==> src/rtl/ps2_mouse_packet_rx.sv <==
// PS/2 mouse receiver: glitch-filtered 11-bit frame deserialiser feeding a
// 3-byte packet assembler that drives X/Y deltas, buttons and a toggle strobe.
module ps2_mouse_packet_rx #(
  parameter int FILTER_LEN = 8,
  parameter int TIMEOUT    = 50000
) (
  input  logic       clk_sys,
  input  logic       reset,
  input  logic       ps2_clk,
  input  logic       ps2_data,
  output logic [8:0] mouse_x,
  output logic [8:0] mouse_y,
  output logic       mouse_left,
  output logic       mouse_right,
  output logic       mouse_middle,
  output logic       input_pulse,
  output logic       frame_err
);
  localparam int FW = $clog2(FILTER_LEN + 1);
  localparam int TW = $clog2(TIMEOUT + 1);

  localparam logic [1:0] IDLE   = 2'd0;
  localparam logic [1:0] DATA   = 2'd1;
  localparam logic [1:0] PARITY = 2'd2;
  localparam logic [1:0] STOP   = 2'd3;

  logic [1:0]    clk_sync, data_sync;
  logic          filt, filt_d;
  logic [FW-1:0] filt_cnt;
  logic          fall, din;

  logic [1:0]    state;
  logic [2:0]    bit_cnt;
  logic [7:0]    shreg;
  logic          par;
  logic [1:0]    idx;
  logic [7:0]    status, xbyte;
  logic [TW-1:0] wd;
  logic          byte_ok;

  assign fall    = filt_d & ~filt;
  assign din     = data_sync[1];
  assign byte_ok = din & (^{shreg, par});

  // Overflow wins over the byte value: clamp to the extreme of the sign.
  function automatic logic [8:0] sat(input logic s, input logic ovf, input logic [7:0] b);
    if (ovf) return s ? 9'h100 : 9'h0FF;
    return {s, b};
  endfunction

  always_ff @(posedge clk_sys or posedge reset) begin
    if (reset) begin
      clk_sync  <= 2'b11;
      data_sync <= 2'b11;
      filt      <= 1'b1;
      filt_d    <= 1'b1;
      filt_cnt  <= '0;
    end else begin
      clk_sync  <= {clk_sync[0], ps2_clk};
      data_sync <= {data_sync[0], ps2_data};
      filt_d    <= filt;
      if (clk_sync[1] != filt) begin
        if (filt_cnt == FW'(FILTER_LEN - 1)) begin
          filt     <= clk_sync[1];
          filt_cnt <= '0;
        end else begin
          filt_cnt <= filt_cnt + 1'b1;
        end
      end else begin
        filt_cnt <= '0;
      end
    end
  end

  always_ff @(posedge clk_sys or posedge reset) begin
    if (reset) begin
      state        <= IDLE;
      bit_cnt      <= '0;
      shreg        <= '0;
      par          <= 1'b0;
      idx          <= '0;
      status       <= '0;
      xbyte        <= '0;
      wd           <= '0;
      mouse_x      <= '0;
      mouse_y      <= '0;
      mouse_left   <= 1'b0;
      mouse_right  <= 1'b0;
      mouse_middle <= 1'b0;
      input_pulse  <= 1'b0;
      frame_err    <= 1'b0;
    end else begin
      frame_err <= 1'b0;
      if (fall) begin
        wd <= '0;
        case (state)
          IDLE: if (!din) begin
            state   <= DATA;
            bit_cnt <= '0;
          end
          DATA: begin
            shreg   <= {din, shreg[7:1]};
            bit_cnt <= bit_cnt + 3'd1;
            if (bit_cnt == 3'd7) state <= PARITY;
          end
          PARITY: begin
            par   <= din;
            state <= STOP;
          end
          default: begin
            state <= IDLE;
            if (!byte_ok) begin
              idx       <= '0;
              frame_err <= 1'b1;
            end else begin
              case (idx)
                2'd0: begin
                  // Status byte must carry the always-one bit; otherwise resync.
                  if (!shreg[3]) frame_err <= 1'b1;
                  else begin
                    status <= shreg;
                    idx    <= 2'd1;
                  end
                end
                2'd1: begin
                  xbyte <= shreg;
                  idx   <= 2'd2;
                end
                default: begin
                  mouse_x      <= sat(status[4], status[6], xbyte);
                  mouse_y      <= sat(status[5], status[7], shreg);
                  mouse_left   <= status[0];
                  mouse_right  <= status[1];
                  mouse_middle <= status[2];
                  input_pulse  <= ~input_pulse;
                  idx          <= 2'd0;
                end
              endcase
            end
          end
        endcase
      end else if (state == IDLE && idx == 2'd0) begin
        wd <= '0;
      end else if (wd == TW'(TIMEOUT - 1)) begin
        wd        <= '0;
        state     <= IDLE;
        idx       <= 2'd0;
        frame_err <= 1'b1;
      end else begin
        wd <= wd + 1'b1;
      end
    end
  end
endmodule
==> config.mk <==
export PLATFORM = sky130hd
export DESIGN_NAME = ps2_mouse_packet_rx
export DESIGN_NICKNAME = d
export VERILOG_FILES = /design/src/rtl/ps2_mouse_packet_rx.sv
export SDC_FILE = /design/constraint.sdc
export NUM_CORES = 1
export LEC_CHECK = 0
export ABC_AREA = 1
export BUFFER_PORTS_ARGS = -buffer_cell sky130_fd_sc_hd__buf_2
export CAP_MARGIN = 15
export CORE_MARGIN = 5
export CORE_UTILIZATION = 50
export CTS_CLUSTER_SIZE = 30
export DETAILED_ROUTE_END_ITERATION = 16
export HOLD_SLACK_MARGIN = 0.02
export PLACE_DENSITY = 0.71
export SLEW_MARGIN = 25
export SYNTH_ARGS = -nofsm -noshare
export SYNTH_HDL_FRONTEND = slang
export SYNTH_SLANG_ARGS = --single-unit
==> constraint.sdc <==
create_clock -name clk_sys -period 2.52 [get_ports clk_sys]
set_input_delay 0.126 -clock clk_sys [delete_from_list [all_inputs] [get_ports clk_sys]]
set_output_delay 0.126 -clock clk_sys [all_outputs]
set_load 0.05 [all_outputs]
Word level (Yosys, flattened, before mapping). Cells that the tools add are included.

Register bits after elaboration: 81. Output and inout bits: 23.

Bitwise gates (word level): 6. Muxes and demuxes: 41. Equal/unequal tests: 13. Reductions and logical operators: 17. Add/subtract/negate cells: 3.

Operators with widths (count): 2-to-1 mux 9 bit (6); 2-to-1 mux 16 bit (3); 2-to-1 mux 2 bit (9); 2-to-1 mux 1 bit (17); adder 16 x 1 -> 16 bit, second input constant (1); equality test 16 bit, second input constant (1); AND reduction 4 bit (4); XOR reduction 9 bit (1); 2-to-1 mux 4 bit (2); inequality test 2 bit, second input constant (3); inequality test 3 bit, second input constant (2); one-hot mux 2 bit (3 select lines) (1); one-hot mux 3 bit (2 select lines) (1); AND reduction 2 bit (3); AND reduction 5 bit (1); adder 4 x 1 -> 4 bit, second input constant (1); equality test 2 x 1 -> 1 bit, second input constant (2); equality test 4 x 3 -> 1 bit, second input constant (1); zero test 2 bit (2); inequality test 4 bit, second input constant (1); NOT 1 bit (4); one-hot mux 2 bit (2 select lines) (1); nonzero test 2 bit (2); adder 3 x 1 -> 3 bit, second input constant (1); 9 further kinds (10).

Longest topological paths before layout.
Depth after elaboration: 7. Depth in mapped cells: 13. Gate-level depth less buffers: 12.

Worst setup path after synthesis. Ideal clock, no wire load.

Kind: flip-flop to flip-flop. Start point: register filt_d. End point: register mouse_x[3]. Path slack: 845 ps. Data required time: 2455 ps. Period minus slack after synthesis: 1675 ps. Data arrival time: 1609 ps. Library setup time: 65 ps. Cell stages (with the launch flop): 10. Path through: dfstp_2 -> inv_1 -> nor2_4 -> inv_2 -> nor2_8 -> inv_4 -> nor2_8 -> clkbuf_1 -> nand3_1 -> nand2_2.

Cells in the longest elaborated chain, start to end: 2.

Ends and longest elaborated chain: start, declared (line 28) `logic filt, filt_d;`; start signal, assigned (line 61) `filt_d <= filt;`; bitwise AND 1 bit (line 41) `assign fall = filt_d & ~filt;`; AND reduction 4 bit (no source line); end signal, assigned (line 130) `mouse_x <= sat(status[4], status[6], xbyte);`; end, declared (line 11) `output logic [8:0] mouse_x,`.

No other way between the ends. A chain may end at the register's enable or synchronous reset.

Worst setup path after layout.
Start point: register shreg[1]. End point: register mouse_y[1].

Cells in the longest elaborated chain, start to end: 3. Elaborated cells on any way between the ends: 4. Classes of those cells: mux (1); bitwise (1); reduce/logical (2).

Ends and longest elaborated chain: start, declared (line 34) `logic [7:0] shreg;`; start signal, assigned (line 102) `shreg <= {din, shreg[7:1]};`; XOR reduction 9 bit (line 43) `assign byte_ok = din & (^{shreg, par});`; bitwise AND 1 bit (line 43); AND reduction 4 bit (no source line); end signal, assigned (line 131) `mouse_y <= sat(status[5], status[7], shreg);`; end, declared (line 12) `output logic [8:0] mouse_y,`.

Parallel ways exist; a longest one is shown, timed or not.

==> flow_summary.ini <==
[floorplan]
die_area_um2 = 9890
rows = 32
start_util_pct = 51.5
core_um2 = 7770
pin_count = 27
die_h_um = 99.5
die_w_um = 99.5

[final_layout]
syn_to_final_growth_pct = 10.1
fillers = 716
drive_gt1_share_pct = 24.7
diodes = 0
layout.nets = 489

[clocking]
cts_buffer_depth = 2
clock-sinks = 80
cts_tree = done
path_clk_slew_ps = 90
cts-root-buf = clkbuf_8
cts_max_level = 3
cts_buffers = 9
insertion_delay_ps = 360

[sta]
timing.setup.tns_ps = 0
worst_slew_pin_slew_ps = 831
drv_slew = 0
skew_ps = 12.7
finalWorstSetupSlack_ps = 514
setup_viol = 0
finalHoldWorstSlack_ps = 360
min_period_ps = 2010
finalCritPeriodShare_pct = 79.6
final_hold_viol_count = 0
slew_headroom_pct = 44.5
fmax_mhz = 498
rsz0062_at_grt = false

[pwr]
power.leakage_nw = 2.19
peakVddDrop_mv = 0.381
total_power_mw = 2.54
pwr_density_cell_nw_per_um2 = 577

[critical_path]
worst-setup-path-type = flip-flop to flip-flop
cp_max_fo = 22
rr_worst_depth = 12
critPathArrivalTime_ps = 2300
r2r_slack_ps = 510
timing.rr.end = mouse_y[1]$_DFFE_PP0P_
worstPathRequired_ps = 2820
r2r-start = shreg[1]$_DFFE_PP0P_
endpoint_kind = flip-flop
startpoint_type = flip-flop

[place]
place.port_buffers = 26
gp_congestion = 0.917
pre_cts_slack_ps = 546
dp_hpwl_mm = 5.69

[yosys]
synth_area_um2 = 4000
synth_cell_types = 44
yosysWarnings = 0
synth.avg_cell_area_um2 = 8.97
synth_nets = 458
ys_seq_elements = 80
synth_cells = 446
ys_seq_area_share_pct = 50.2

[worst_hold_path]
min_path_type = flip-flop to flip-flop
hold_end = clk_sync[1]$_DFF_PP1_
whs_path_depth = 0
min_from = clk_sync[0]$_DFF_PP1_

[grt]
grt_max_degree = 50
grt_pass1_wl_mm = 13.6
grt_pass1_vias = 2943
track_usage_pct = 16.9
grt_antenna_before_repair = 0
grt_overflow_total = 0

[routing]
wirelength_mm = 7.68
firstDrtPassIters = 4
wl_per_cell_um = 13.2
remaining_drc_errors = 0
routed_via_density = 5.17
drtIter0Drc = 127
antenna_left = 0
vias = 3020

[run]
maxCapViolations = 0

[outcome]
status = complete, no violations
==> final cells by class <==
cell class,instances,area (µm²),share of cell area (%)
repair buffers,33,203,4.60
clock buffers,9,124,2.81
flip-flops and latches,80,2010,45.6
well taps,102,128,2.90
multi-input cells,302,1690,38.4
inverters,51,195,4.43
clock inverters,7,56.3,1.28
==> kinds of logic (layout without fill, tap and decap cells) <==
| family | after synthesis | count (layout) | share of synthesized area [%] |
|---|---|---|---|
| adder cells (fa/ha/maj) | 8 | 8 | 2.50 |
| buffers and inverters | 64 | 100 | 7.56 |
| flip-flops | 80 | 80 | 50.2 |
| AO/OA/AOI/OAI | 46 | 46 | 6.60 |
| multiplexers | 2 | 2 | 0.563 |
| AND/OR/NAND/NOR | 240 | 240 | 31.3 |
| XOR/XNOR | 6 | 6 | 1.31 |
==> worst max-delay path by stage <==
stage,endpoint,startpoint,slack (ps)
after floorplan,bit_cnt[0]$_DFFE_PP0P_,reset,350
after global placement,status[2]$_DFFE_PP0P_,filt_d$_DFF_PP1_,610
after detailed placement,mouse_x[8]$_DFFE_PP0P_,shreg[1]$_DFFE_PP0P_,550
after CTS,mouse_y[2]$_DFFE_PP0P_,shreg[1]$_DFFE_PP0P_,530
after global routing,mouse_y[2]$_DFFE_PP0P_,shreg[1]$_DFFE_PP0P_,320
final,mouse_y[1]$_DFFE_PP0P_,shreg[1]$_DFFE_PP0P_,510
==> synth_stat cells (all sizes together) <==
cell	n	area [µm²]
a211oi	1	7.51
nor3	4	20.0
o21bai	2	15.0
a21oi	3	18.8
o21a	1	7.51
clkinv	1	3.75
a32o	2	20.0
dfrtp	74	1850
clkbuf	4	15.0
nand2	139	646
xor2	3	26.3
or2	1	6.26
nand3	35	185
xnor2	3	26.3
o211ai	3	22.5
nor4	2	12.5
buf	9	93.8
dfstp	6	158
nand2b	1	6.26
o21ai	32	160
inv	50	190
ha	8	100
nor3b	3	22.5
mux2	2	22.5
nand3b	2	15.0
nor2	31	188
a31oi	2	12.5
nand4	22	150
==> sequential cells by signal, indices dropped and copies added, names as in the netlist, 2 cells and up <==
signal and flops:
mouse_x 9, shreg 8, data_sync 2, clk_sync 2, bit_cnt 3, filt_cnt 4, idx 2, wd 16
xbyte 8, state 2, status 7, mouse_y 9
==> layer usage <==
metal | wire [µm] | vias up | GRT usage [%]
li1 | - | 1512 | -
met1 | 3660 | 1430 | 23.8
met2 | 3500 | 64 | 25.8
met3 | 390 | 14 | 2.81
met4 | 133 | 0 | 7.25
met5 | 0 | - | 0
==> through the flow <==
step,instance area (µm²),utilization (%),std cells
6_report,4410,56.7,584
5_1_grt,4410,56.7,584
4_1_cts,4410,56.7,584
3_5_place_dp,4200,54.0,565
3_3_place_gp,4200,54.0,565
2_1_floorplan,4000,-,446
==> placed cells by master (no fill, tap or decap), types with 2 or more instances in the layout <==
master         instances
o211ai_1               3
buf_4                  3
nor2_2                 3
nand3b_1               2
dfrtp_1               74
clkbuf_8               9
buf_2                 26
nor2_8                 3
inv_2                  8
ha_1                   8
nand2_2               40
dlygate4sd3_1          3
nor3b_1                3
inv_1                 40
nor2_1                23
a32o_1                 2
nand3_2                2
nor3_1                 4
dfstp_2                6
xnor2_1                3
nand2_1               97
o21ai_1               15
a31oi_1                2
o21ai_0               17
nand4_1               20
clkinvlp_4             3
nor4_1                 2
nand3_1               33
xor2_1                 3
nand4_2                2
nor2_4                 2
a21oi_1                2
mux2_2                 2
clkinv_2               2
o21bai_1               2
==> worst max-delay path: stages (launching register included) <==
cell and delay [ps]:
dfrtp_1 450, inv_1 130, nand2_1 90, nand2_1 60
nand2_1 70, nand2_1 70, nand2_1 120, nand3_2 120
nand2_4 70, nor2_8 290, buf_4 270, nand3_1 110
nand2_2 80
==> power breakdown <==
part	internal [mW]	leakage, nW	total [mW]	switching [mW]
Clock	0.367	0.0838	0.866	0.499
Sequential	1.34	1.09	1.39	0.0446
Combinational	0.0890	1.02	0.288	0.199
==> what timing repair did <==
action / in CTS / in global routing
hold buffers: 3 / 0
resized for setup: 0 / 0
setup buffers: 0 / 0
endpoints found under the hold margin: 44 / 0
Power figures use the tool's default switching activity.
